### src/rtl/disp_res_pkg.sv
// Shared types and helpers for the display resolution-change scheduler.
// Holds the FSM state type, reset geometry and the cut-code lookup.
package disp_res_pkg;

  localparam logic [10:0] DEF_MAX_W = 11'd1920;
  localparam logic [10:0] DEF_MAX_H = 11'd1080;

  typedef enum logic [2:0] {
    ST_IDLE,
    ST_CHECK,
    ST_PEND,
    ST_COMMIT,
    ST_SETTLE
  } state_e;

  // Pixels trimmed from the source edge for each cut code.
  function automatic logic [10:0] cut_th(input logic [1:0] code);
    case (code)
      2'b01:   return 11'd50;
      2'b10:   return 11'd100;
      default: return 11'd0;
    endcase
  endfunction

endpackage

### src/rtl/disp_res_ctrl_if.sv
// Request-side bundle of the resolution scheduler: strobe/ready handshake,
// requested geometry, source geometry, cut codes and the reject pulse.
interface disp_res_ctrl_if;
  logic        req_valid;
  logic        req_ready;
  logic [10:0] req_width;
  logic [10:0] req_height;
  logic [10:0] src_width;
  logic [10:0] src_height;
  logic [1:0]  req_cut_w;
  logic [1:0]  req_cut_h;
  logic        req_err;

  modport master (
    output req_valid, req_width, req_height, src_width, src_height,
           req_cut_w, req_cut_h,
    input  req_ready, req_err
  );

  modport slave (
    input  req_valid, req_width, req_height, src_width, src_height,
           req_cut_w, req_cut_h,
    output req_ready, req_err
  );
endinterface

### src/rtl/disp_res_calc.sv
// Combinational effective-geometry calculation: cut subtraction clamped at
// zero, minimum against the requested size, and legal-range check.
module disp_res_calc
  import disp_res_pkg::*;
#(
  parameter logic [10:0] MIN_W = 11'd64,
  parameter logic [10:0] MIN_H = 11'd32,
  parameter logic [10:0] MAX_W = DEF_MAX_W,
  parameter logic [10:0] MAX_H = DEF_MAX_H
) (
  input  logic [10:0] src_w_i,
  input  logic [10:0] src_h_i,
  input  logic [10:0] req_w_i,
  input  logic [10:0] req_h_i,
  input  logic [1:0]  cut_w_i,
  input  logic [1:0]  cut_h_i,
  output logic [10:0] eff_w_o,
  output logic [10:0] eff_h_o,
  output logic        ok_o
);

  logic [10:0] th_w, th_h, cut_w, cut_h;

  assign th_w = cut_th(cut_w_i);
  assign th_h = cut_th(cut_h_i);

  // A cut at least as large as the source leaves nothing rather than wrapping.
  assign cut_w = (th_w >= src_w_i) ? 11'd0 : src_w_i - th_w;
  assign cut_h = (th_h >= src_h_i) ? 11'd0 : src_h_i - th_h;

  assign eff_w_o = (cut_w < req_w_i) ? cut_w : req_w_i;
  assign eff_h_o = (cut_h < req_h_i) ? cut_h : req_h_i;

  assign ok_o = (eff_w_o >= MIN_W) && (eff_w_o <= MAX_W) &&
                (eff_h_o >= MIN_H) && (eff_h_o <= MAX_H);

endmodule

### src/rtl/disp_res_ctrl.sv
// Resolution-change scheduler: validates requests and commits them on a frame
// boundary (or timeout). Optional statistics under DISP_RES_CTRL_STATS_EN.
module disp_res_ctrl
  import disp_res_pkg::*;
#(
  parameter logic [10:0] MIN_W   = 11'd64,
  parameter logic [10:0] MIN_H   = 11'd32,
  parameter logic [10:0] MAX_W   = DEF_MAX_W,
  parameter logic [10:0] MAX_H   = DEF_MAX_H,
  parameter logic [23:0] TIMEOUT = 24'd4000000,
  parameter logic [3:0]  SETTLE  = 4'd8
) (
  input  logic              rd_clk,
  input  logic              rd_rst,
  disp_res_ctrl_if.slave    req_if,
  input  logic              vs_in,
  output logic              change_valid,
  output logic [10:0]       width_act,
  output logic [10:0]       height_act,
  output logic              busy
`ifdef DISP_RES_CTRL_STATS_EN
  ,
  output logic [15:0]       commit_cnt,
  output logic [7:0]        timeout_cnt,
  output logic [7:0]        err_cnt
`endif
);

  localparam logic [23:0] TO_LAST = TIMEOUT - 24'd1;
  localparam logic [23:0] ST_LAST = {20'd0, SETTLE} - 24'd1;

  state_e      state_q, state_d;
  logic [23:0] cnt_q, cnt_d;
  logic [10:0] cap_w_q, cap_h_q;
  logic        cap_ok_q;
  logic [10:0] act_w_q, act_h_q;
  logic        vs_q;

  logic [10:0] calc_w, calc_h;
  logic        calc_ok;
  logic        accept, vs_edge, to_hit;

  disp_res_calc #(
    .MIN_W(MIN_W), .MIN_H(MIN_H), .MAX_W(MAX_W), .MAX_H(MAX_H)
  ) u_calc (
    .src_w_i (req_if.src_width),
    .src_h_i (req_if.src_height),
    .req_w_i (req_if.req_width),
    .req_h_i (req_if.req_height),
    .cut_w_i (req_if.req_cut_w),
    .cut_h_i (req_if.req_cut_h),
    .eff_w_o (calc_w),
    .eff_h_o (calc_h),
    .ok_o    (calc_ok)
  );

  assign accept  = req_if.req_valid && (state_q == ST_IDLE);
  assign vs_edge = vs_in & ~vs_q;
  assign to_hit  = (cnt_q == TO_LAST);

  // NOTE: state registers use non-blocking assignments so every flop samples
  // the pre-edge values, independent of statement order.
  always_ff @(posedge rd_clk) begin
    if (rd_rst) begin
      state_q  <= ST_IDLE;
      cnt_q    <= 24'd0;
      vs_q     <= 1'b0;
      cap_w_q  <= MAX_W;
      cap_h_q  <= MAX_H;
      cap_ok_q <= 1'b0;
      act_w_q  <= MAX_W;
      act_h_q  <= MAX_H;
    end else begin
      state_q <= state_d;
      cnt_q   <= cnt_d;
      vs_q    <= vs_in;
      if (accept) begin
        cap_w_q  <= calc_w;
        cap_h_q  <= calc_h;
        cap_ok_q <= calc_ok;
      end
      if (state_q == ST_COMMIT) begin
        act_w_q <= cap_w_q;
        act_h_q <= cap_h_q;
      end
    end
  end

  // One counter serves both the pending timeout and the settle interval;
  // it is cleared on entry to each of those states.
  // NOTE: every signal driven here gets a default first, so no path can
  // leave it unassigned and infer a latch.
  always_comb begin
    state_d = state_q;
    cnt_d   = cnt_q;
    case (state_q)
      ST_IDLE: begin
        if (accept) state_d = ST_CHECK;
      end
      ST_CHECK: begin
        if (!cap_ok_q) begin
          state_d = ST_IDLE;
        end else if ((cap_w_q == act_w_q) && (cap_h_q == act_h_q)) begin
          state_d = ST_IDLE;
        end else begin
          state_d = ST_PEND;
          cnt_d   = 24'd0;
        end
      end
      ST_PEND: begin
        if (vs_edge || to_hit) begin
          state_d = ST_COMMIT;
        end else if (cnt_q != 24'hFF_FFFF) begin
          cnt_d = cnt_q + 24'd1;
        end
      end
      ST_COMMIT: begin
        state_d = ST_SETTLE;
        cnt_d   = 24'd0;
      end
      ST_SETTLE: begin
        if (cnt_q == ST_LAST) state_d = ST_IDLE;
        else                  cnt_d   = cnt_q + 24'd1;
      end
      default: state_d = ST_IDLE;
    endcase
  end

  assign req_if.req_ready = (state_q == ST_IDLE);
  assign req_if.req_err   = (state_q == ST_CHECK) && !cap_ok_q;
  assign change_valid     = (state_q == ST_COMMIT);
  assign busy             = (state_q != ST_IDLE);
  assign width_act        = act_w_q;
  assign height_act       = act_h_q;

`ifdef DISP_RES_CTRL_STATS_EN
  logic [15:0] commit_cnt_q;
  logic [7:0]  timeout_cnt_q, err_cnt_q;
  logic        forced;

  // A commit counts as forced only when no vsync edge arrived with it.
  assign forced = (state_q == ST_PEND) && to_hit && !vs_edge;

  always_ff @(posedge rd_clk) begin
    if (rd_rst) begin
      commit_cnt_q  <= 16'd0;
      timeout_cnt_q <= 8'd0;
      err_cnt_q     <= 8'd0;
    end else begin
      if (change_valid && (commit_cnt_q != 16'hFFFF))
        commit_cnt_q <= commit_cnt_q + 16'd1;
      if (forced && (timeout_cnt_q != 8'hFF))
        timeout_cnt_q <= timeout_cnt_q + 8'd1;
      if (req_if.req_err && (err_cnt_q != 8'hFF))
        err_cnt_q <= err_cnt_q + 8'd1;
    end
  end

  assign commit_cnt  = commit_cnt_q;
  assign timeout_cnt = timeout_cnt_q;
  assign err_cnt     = err_cnt_q;
`endif

endmodule
### src/flat_wrapper.sv
// flat-port wrapper written by rule: the top's interface ports become plain ports
module disp_res_ctrl_flat import disp_res_pkg::*;
#(
  parameter logic [10:0] MIN_W   = 11'd64,
  parameter logic [10:0] MIN_H   = 11'd32,
  parameter logic [10:0] MAX_W   = DEF_MAX_W,
  parameter logic [10:0] MAX_H   = DEF_MAX_H,
  parameter logic [23:0] TIMEOUT = 24'd4000000,
  parameter logic [3:0]  SETTLE  = 4'd8
)
  (rd_clk, rd_rst, vs_in, change_valid, width_act, height_act, busy, req_if_req_valid, req_if_req_width, req_if_req_height, req_if_src_width, req_if_src_height, req_if_req_cut_w, req_if_req_cut_h, req_if_req_ready, req_if_req_err);
  disp_res_ctrl_if req_if_i ();
  input  logic rd_clk;
  input  logic rd_rst;
  input  logic vs_in;
  output logic change_valid;
  output logic [10:0] width_act;
  output logic [10:0] height_act;
  output logic busy;
  input wire logic [$bits(req_if_i.req_valid)-1:0] req_if_req_valid;
  input wire logic [$bits(req_if_i.req_width)-1:0] req_if_req_width;
  input wire logic [$bits(req_if_i.req_height)-1:0] req_if_req_height;
  input wire logic [$bits(req_if_i.src_width)-1:0] req_if_src_width;
  input wire logic [$bits(req_if_i.src_height)-1:0] req_if_src_height;
  input wire logic [$bits(req_if_i.req_cut_w)-1:0] req_if_req_cut_w;
  input wire logic [$bits(req_if_i.req_cut_h)-1:0] req_if_req_cut_h;
  output wire logic [$bits(req_if_i.req_ready)-1:0] req_if_req_ready;
  output wire logic [$bits(req_if_i.req_err)-1:0] req_if_req_err;
  assign req_if_i.req_valid = req_if_req_valid;
  assign req_if_i.req_width = req_if_req_width;
  assign req_if_i.req_height = req_if_req_height;
  assign req_if_i.src_width = req_if_src_width;
  assign req_if_i.src_height = req_if_src_height;
  assign req_if_i.req_cut_w = req_if_req_cut_w;
  assign req_if_i.req_cut_h = req_if_req_cut_h;
  assign req_if_req_ready = req_if_i.req_ready;
  assign req_if_req_err = req_if_i.req_err;
  disp_res_ctrl #(.MIN_W(MIN_W), .MIN_H(MIN_H), .MAX_W(MAX_W), .MAX_H(MAX_H), .TIMEOUT(TIMEOUT), .SETTLE(SETTLE)) u_core (.rd_clk(rd_clk), .rd_rst(rd_rst), .req_if(req_if_i), .vs_in(vs_in), .change_valid(change_valid), .width_act(width_act), .height_act(height_act), .busy(busy));
endmodule
### config.mk
export PLATFORM = sky130hd
export DESIGN_NAME = disp_res_ctrl_flat
export DESIGN_NICKNAME = d
export VERILOG_FILES = /design/src/rtl/disp_res_pkg.sv /design/src/rtl/disp_res_ctrl_if.sv /design/src/rtl/disp_res_calc.sv /design/src/rtl/disp_res_ctrl.sv /design/src/flat_wrapper.sv
export SDC_FILE = /design/constraint.sdc
export NUM_CORES = 1
export LEC_CHECK = 0
export CAP_MARGIN = 20
export CORE_ASPECT_RATIO = 1.5
export CORE_MARGIN = 5
export CORE_UTILIZATION = 55
export DETAILED_ROUTE_END_ITERATION = 8
export PLACE_DENSITY = 0.81
export SLEW_MARGIN = 20
export SYNTH_ARGS = -nofsm -noshare
export SYNTH_HDL_FRONTEND = slang
export SYNTH_HIERARCHICAL = 1
export SYNTH_SLANG_ARGS = --single-unit
### constraint.sdc
create_clock -name rd_clk -period 5.25 [get_ports rd_clk]
set_input_delay 0.525 -clock rd_clk [delete_from_list [all_inputs] [get_ports rd_clk]]
set_output_delay 0.525 -clock rd_clk [all_outputs]
set_load 0.01 [all_outputs]
==> flow_summary_export.csv <==
group,metric,value,unit
power,p_int,1.204,mW
power,clock_power_share,39.1,%
setup_path,worstSetupStartpointType,"input pin",
clock_tree,root_buffer,"clkbuf_16",
timing,hold_viol,0,
power,switching_share,28.98,%
global_routing,met1_usage,24.64,%
setup_path,startpoint,"req_if_req_cut_h[0]",
floorplan,placementRows,45,
yosys,syn_nets,820,
global_routing,gr-usage-met2,46.95,%
timing,period_minus_slack,4.927,ns
clock_tree,cts-htree-levels,3,
power,p_leak,2.706,nW
global_routing,grt_pass1_vias,5545,
global_routing,grt_max_degree,49,
clock_tree,numCtsBuffers,9,
yosys,seq_area_frac_synth,26.19,%
global_routing,met3_usage,3.729,%
setup_path,r2r_start,"u_core/cnt_q[0]$_SDFFE_PP0P_",
placement,portBuffers,77,
layout,postLayoutCoreUtil,66.74,%
setup_path,r2r_setup_slack,2.25,ns
placement,place_hpwl,11860,µm
power,comb_power_share,25.7,%
timing,max_freq,202.9,MHz
global_routing,grtUsageTotal,24.76,%
job,cap_viol_max_count,0,
yosys,synth_edf_count,0,
global_routing,overflow,0,
timing,tightest_slew,0.9618,ns
yosys,ys_ff_latch,73,
power,seq_power_share,35.2,%
detailed_routing,wire_per_inst,16.78,µm
global_routing,grt_pass1_wl,25000,µm
yosys,netlist_area,5579,µm²
detailed_routing,wirelength,15390,µm
yosys,synth-async-reset-ratio,0,%
setup_path,cp.required,5.51,ns
min_path,min_from,"u_core/cnt_q[1]$_SDFFE_PP0P_",
layout,final_cell_mix,"139 x nand2_1, 76 x clkdlybuf4s50_1, 73 x dfxtp_1",
yosys,synth_warnings,6,
global_routing,top_usage_layer,"met2",
setup_path,worstPathMaxFanout,11,
setup_path,cp.arrival,5.18,ns
detailed_routing,ant_nets,0,
setup_path,critPathKind,"in -> reg",
timing,maxSlewHeadroom,35.75,%
layout,final_common_cell,"nand2_1",
layout,antenna_cells,0,
floorplan,die_w,92.24,µm
clock_tree,cts_tree,"built",
clock_tree,clk_pin_slew,0.05,ns
yosys,yosysUniqueCellTypes,74,
yosys,postSynthAreaPerCell,7.632,µm²
timing,finalSetupViolations,0,
power,power_density,253.5,nW/µm²
detailed_routing,drc,0,
timing,finClkSkew,0.005677,ns
power,p_sw,491.4,µW
setup_path,endpoint_kind,"register",
power,p_total,1.695,mW
layout,drive_gt1_share,8.875,%
timing,maxSlewViolCount,0,
detailed_routing,first_pass_iters,5,
detailed_routing,avgViaCountPerCell,6.071,
yosys,synth_cells,731,
floorplan,die_y,133.4,µm
timing,post-route-period-util,93.86,%
timing,final.setup.tns,0,ns
clock_tree,cts.sinks,73,
detailed_routing,vias,5567,
floorplan,dieArea,12300,µm²
layout,area_delta_synth_final,19.89,%
global_routing,antenna_found_initial,0,
layout,nets,884,
power,vdd_ir_drop_max,139.0,µV
min_path,hp-class,"reg -> reg",
floorplan,initial_core_util,55.67,%
yosys,synth_top_flop_cell,"dfxtp_1",
floorplan,core_area,10020,µm²
run_status,outcome,"finished clean",
clock_tree,clk_latency,0.33,ns
placement,gp_congestion,0.9702,
detailed_routing,drtIter0Drc,361,
floorplan,ios,78,
clock_tree,clock_path_buffers,2,
==> sequential cells by signal, summed over array words and instances, names as in the netlist <==
| register | count |
|---|---|
| u_core/cnt_q | 24 |
| u_core/vs_q | 1 |
| u_core/height_act | 11 |
| u_core/state_q | 3 |
| u_core/width_act | 11 |
| u_core/cap_w_q | 11 |
| u_core/cap_ok_q | 1 |
| u_core/cap_h_q | 11 |
==> synthesized netlist by cell type, types with 11 or more instances <==
cell	count	area, µm²
nand2_1	139	521.8
dfxtp_1	73	1461
inv_1	56	210.2
nand3_1	43	215.2
nor2_1	39	146.4
a21oi_1	37	185.2
ha_1	35	437.9
o21ai_0	30	150.1
xor2_1	27	236.5
nor3_1	18	90.09
nand4_1	17	106.4
clkbuf_1	15	56.30
nor4_1	14	87.58
nor2b_1	11	68.82
==> final cells by class <==
class                           instances  area, µm²
Clock buffer                           11      252.7
Clock inverter                          5      77.57
Fill cell                             842       3333
Inverter                               58      217.7
Multi-Input combinational cell        565       3685
Sequential cell                        73       1461
Tap cell                              117      146.4
Timing Repair Buffer                   88      848.3
==> per-stage QoR <==
step                std cells  setup slack [ns]  area (µm²)  hold slack (ns)
floorplan                 731            0.9350        5579           0.4521
global placement          899            0.1896        6336           0.4618
detailed placement        899          -0.02723        6336           0.4731
CTS                       915            0.3096        6666           0.4859
global route              917          -0.01738        6689           0.4986
finish                    917            0.3226        6689           0.4865
==> what timing repair did <==
item,CTS,global route
setup buffers,0,2
resized for setup,0,1
setup endpoints to repair,0,1
hold buffers,0,0
==> critical path, cell delays in order <==
cell and delay (ns):
clkdlybuf4s50_1 0.48, ha_1 0.17, ha_1 0.17, inv_1 0.05, fa_1 0.40, o21ai_1 0.22, a211o_1 0.25, a21o_1 0.16
and2_1 0.27, nor2_1 0.15, ha_1 0.32, nand4_1 0.09, or4_1 0.54, a21oi_2 0.26, a21oi_4 0.16, nor4b_1 0.18
o211ai_1 0.23, nand3_1 0.15, a211oi_2 0.20, nand2_1 0.07, a21oi_1 0.14
==> worst paths after layout <==
path,endpoint,cells past startpoint
hold / removal,u_core/cnt_q[1]$_SDFFE_PP0P_,2
setup / recovery,u_core/cap_ok_q$_SDFFE_PP0P_,21
hold reg to reg,u_core/cnt_q[1]$_SDFFE_PP0P_,2
setup reg to reg,u_core/cnt_q[21]$_SDFFE_PP0P_,7
==> power by group through the flow <==
| stage | Sequential, mW | Combinational, mW | Clock (mW) |
|---|---|---|---|
| 6_report | 0.597 | 0.435 | 0.663 |
| 5_1_grt | 0.600 | 0.480 | 0.697 |
| 3_3_place_gp | 0.607 | 0.411 | 0 |
| 4_1_cts | 0.597 | 0.425 | 0.671 |
| 3_5_place_dp | 0.609 | 0.423 | 0 |
| 2_1_floorplan | 0.602 | 0.290 | 0 |
==> layer usage <==
metal | vias to the layer above | wire, µm
li1 | 2724 | -
met1 | 2583 | 5637
met2 | 200 | 8305
met3 | 60 | 673
met4 | 0 | 768
met5 | - | 0
==> kinds of logic (layout without fill, tap and decap cells) <==
logic type	Yosys count	in the layout	share of synthesized area [%]
adders and majority gates	37	37	8.567
xor gates and xnor gates	30	30	4.710
DFF	73	73	26.19
muxes	10	10	1.929
AOI/OAI and AO/OA	156	156	21.13
and+or+nand+nor	332	332	29.58
buffers and inverters	93	162	7.894
Power figures use the tool's default switching activity.
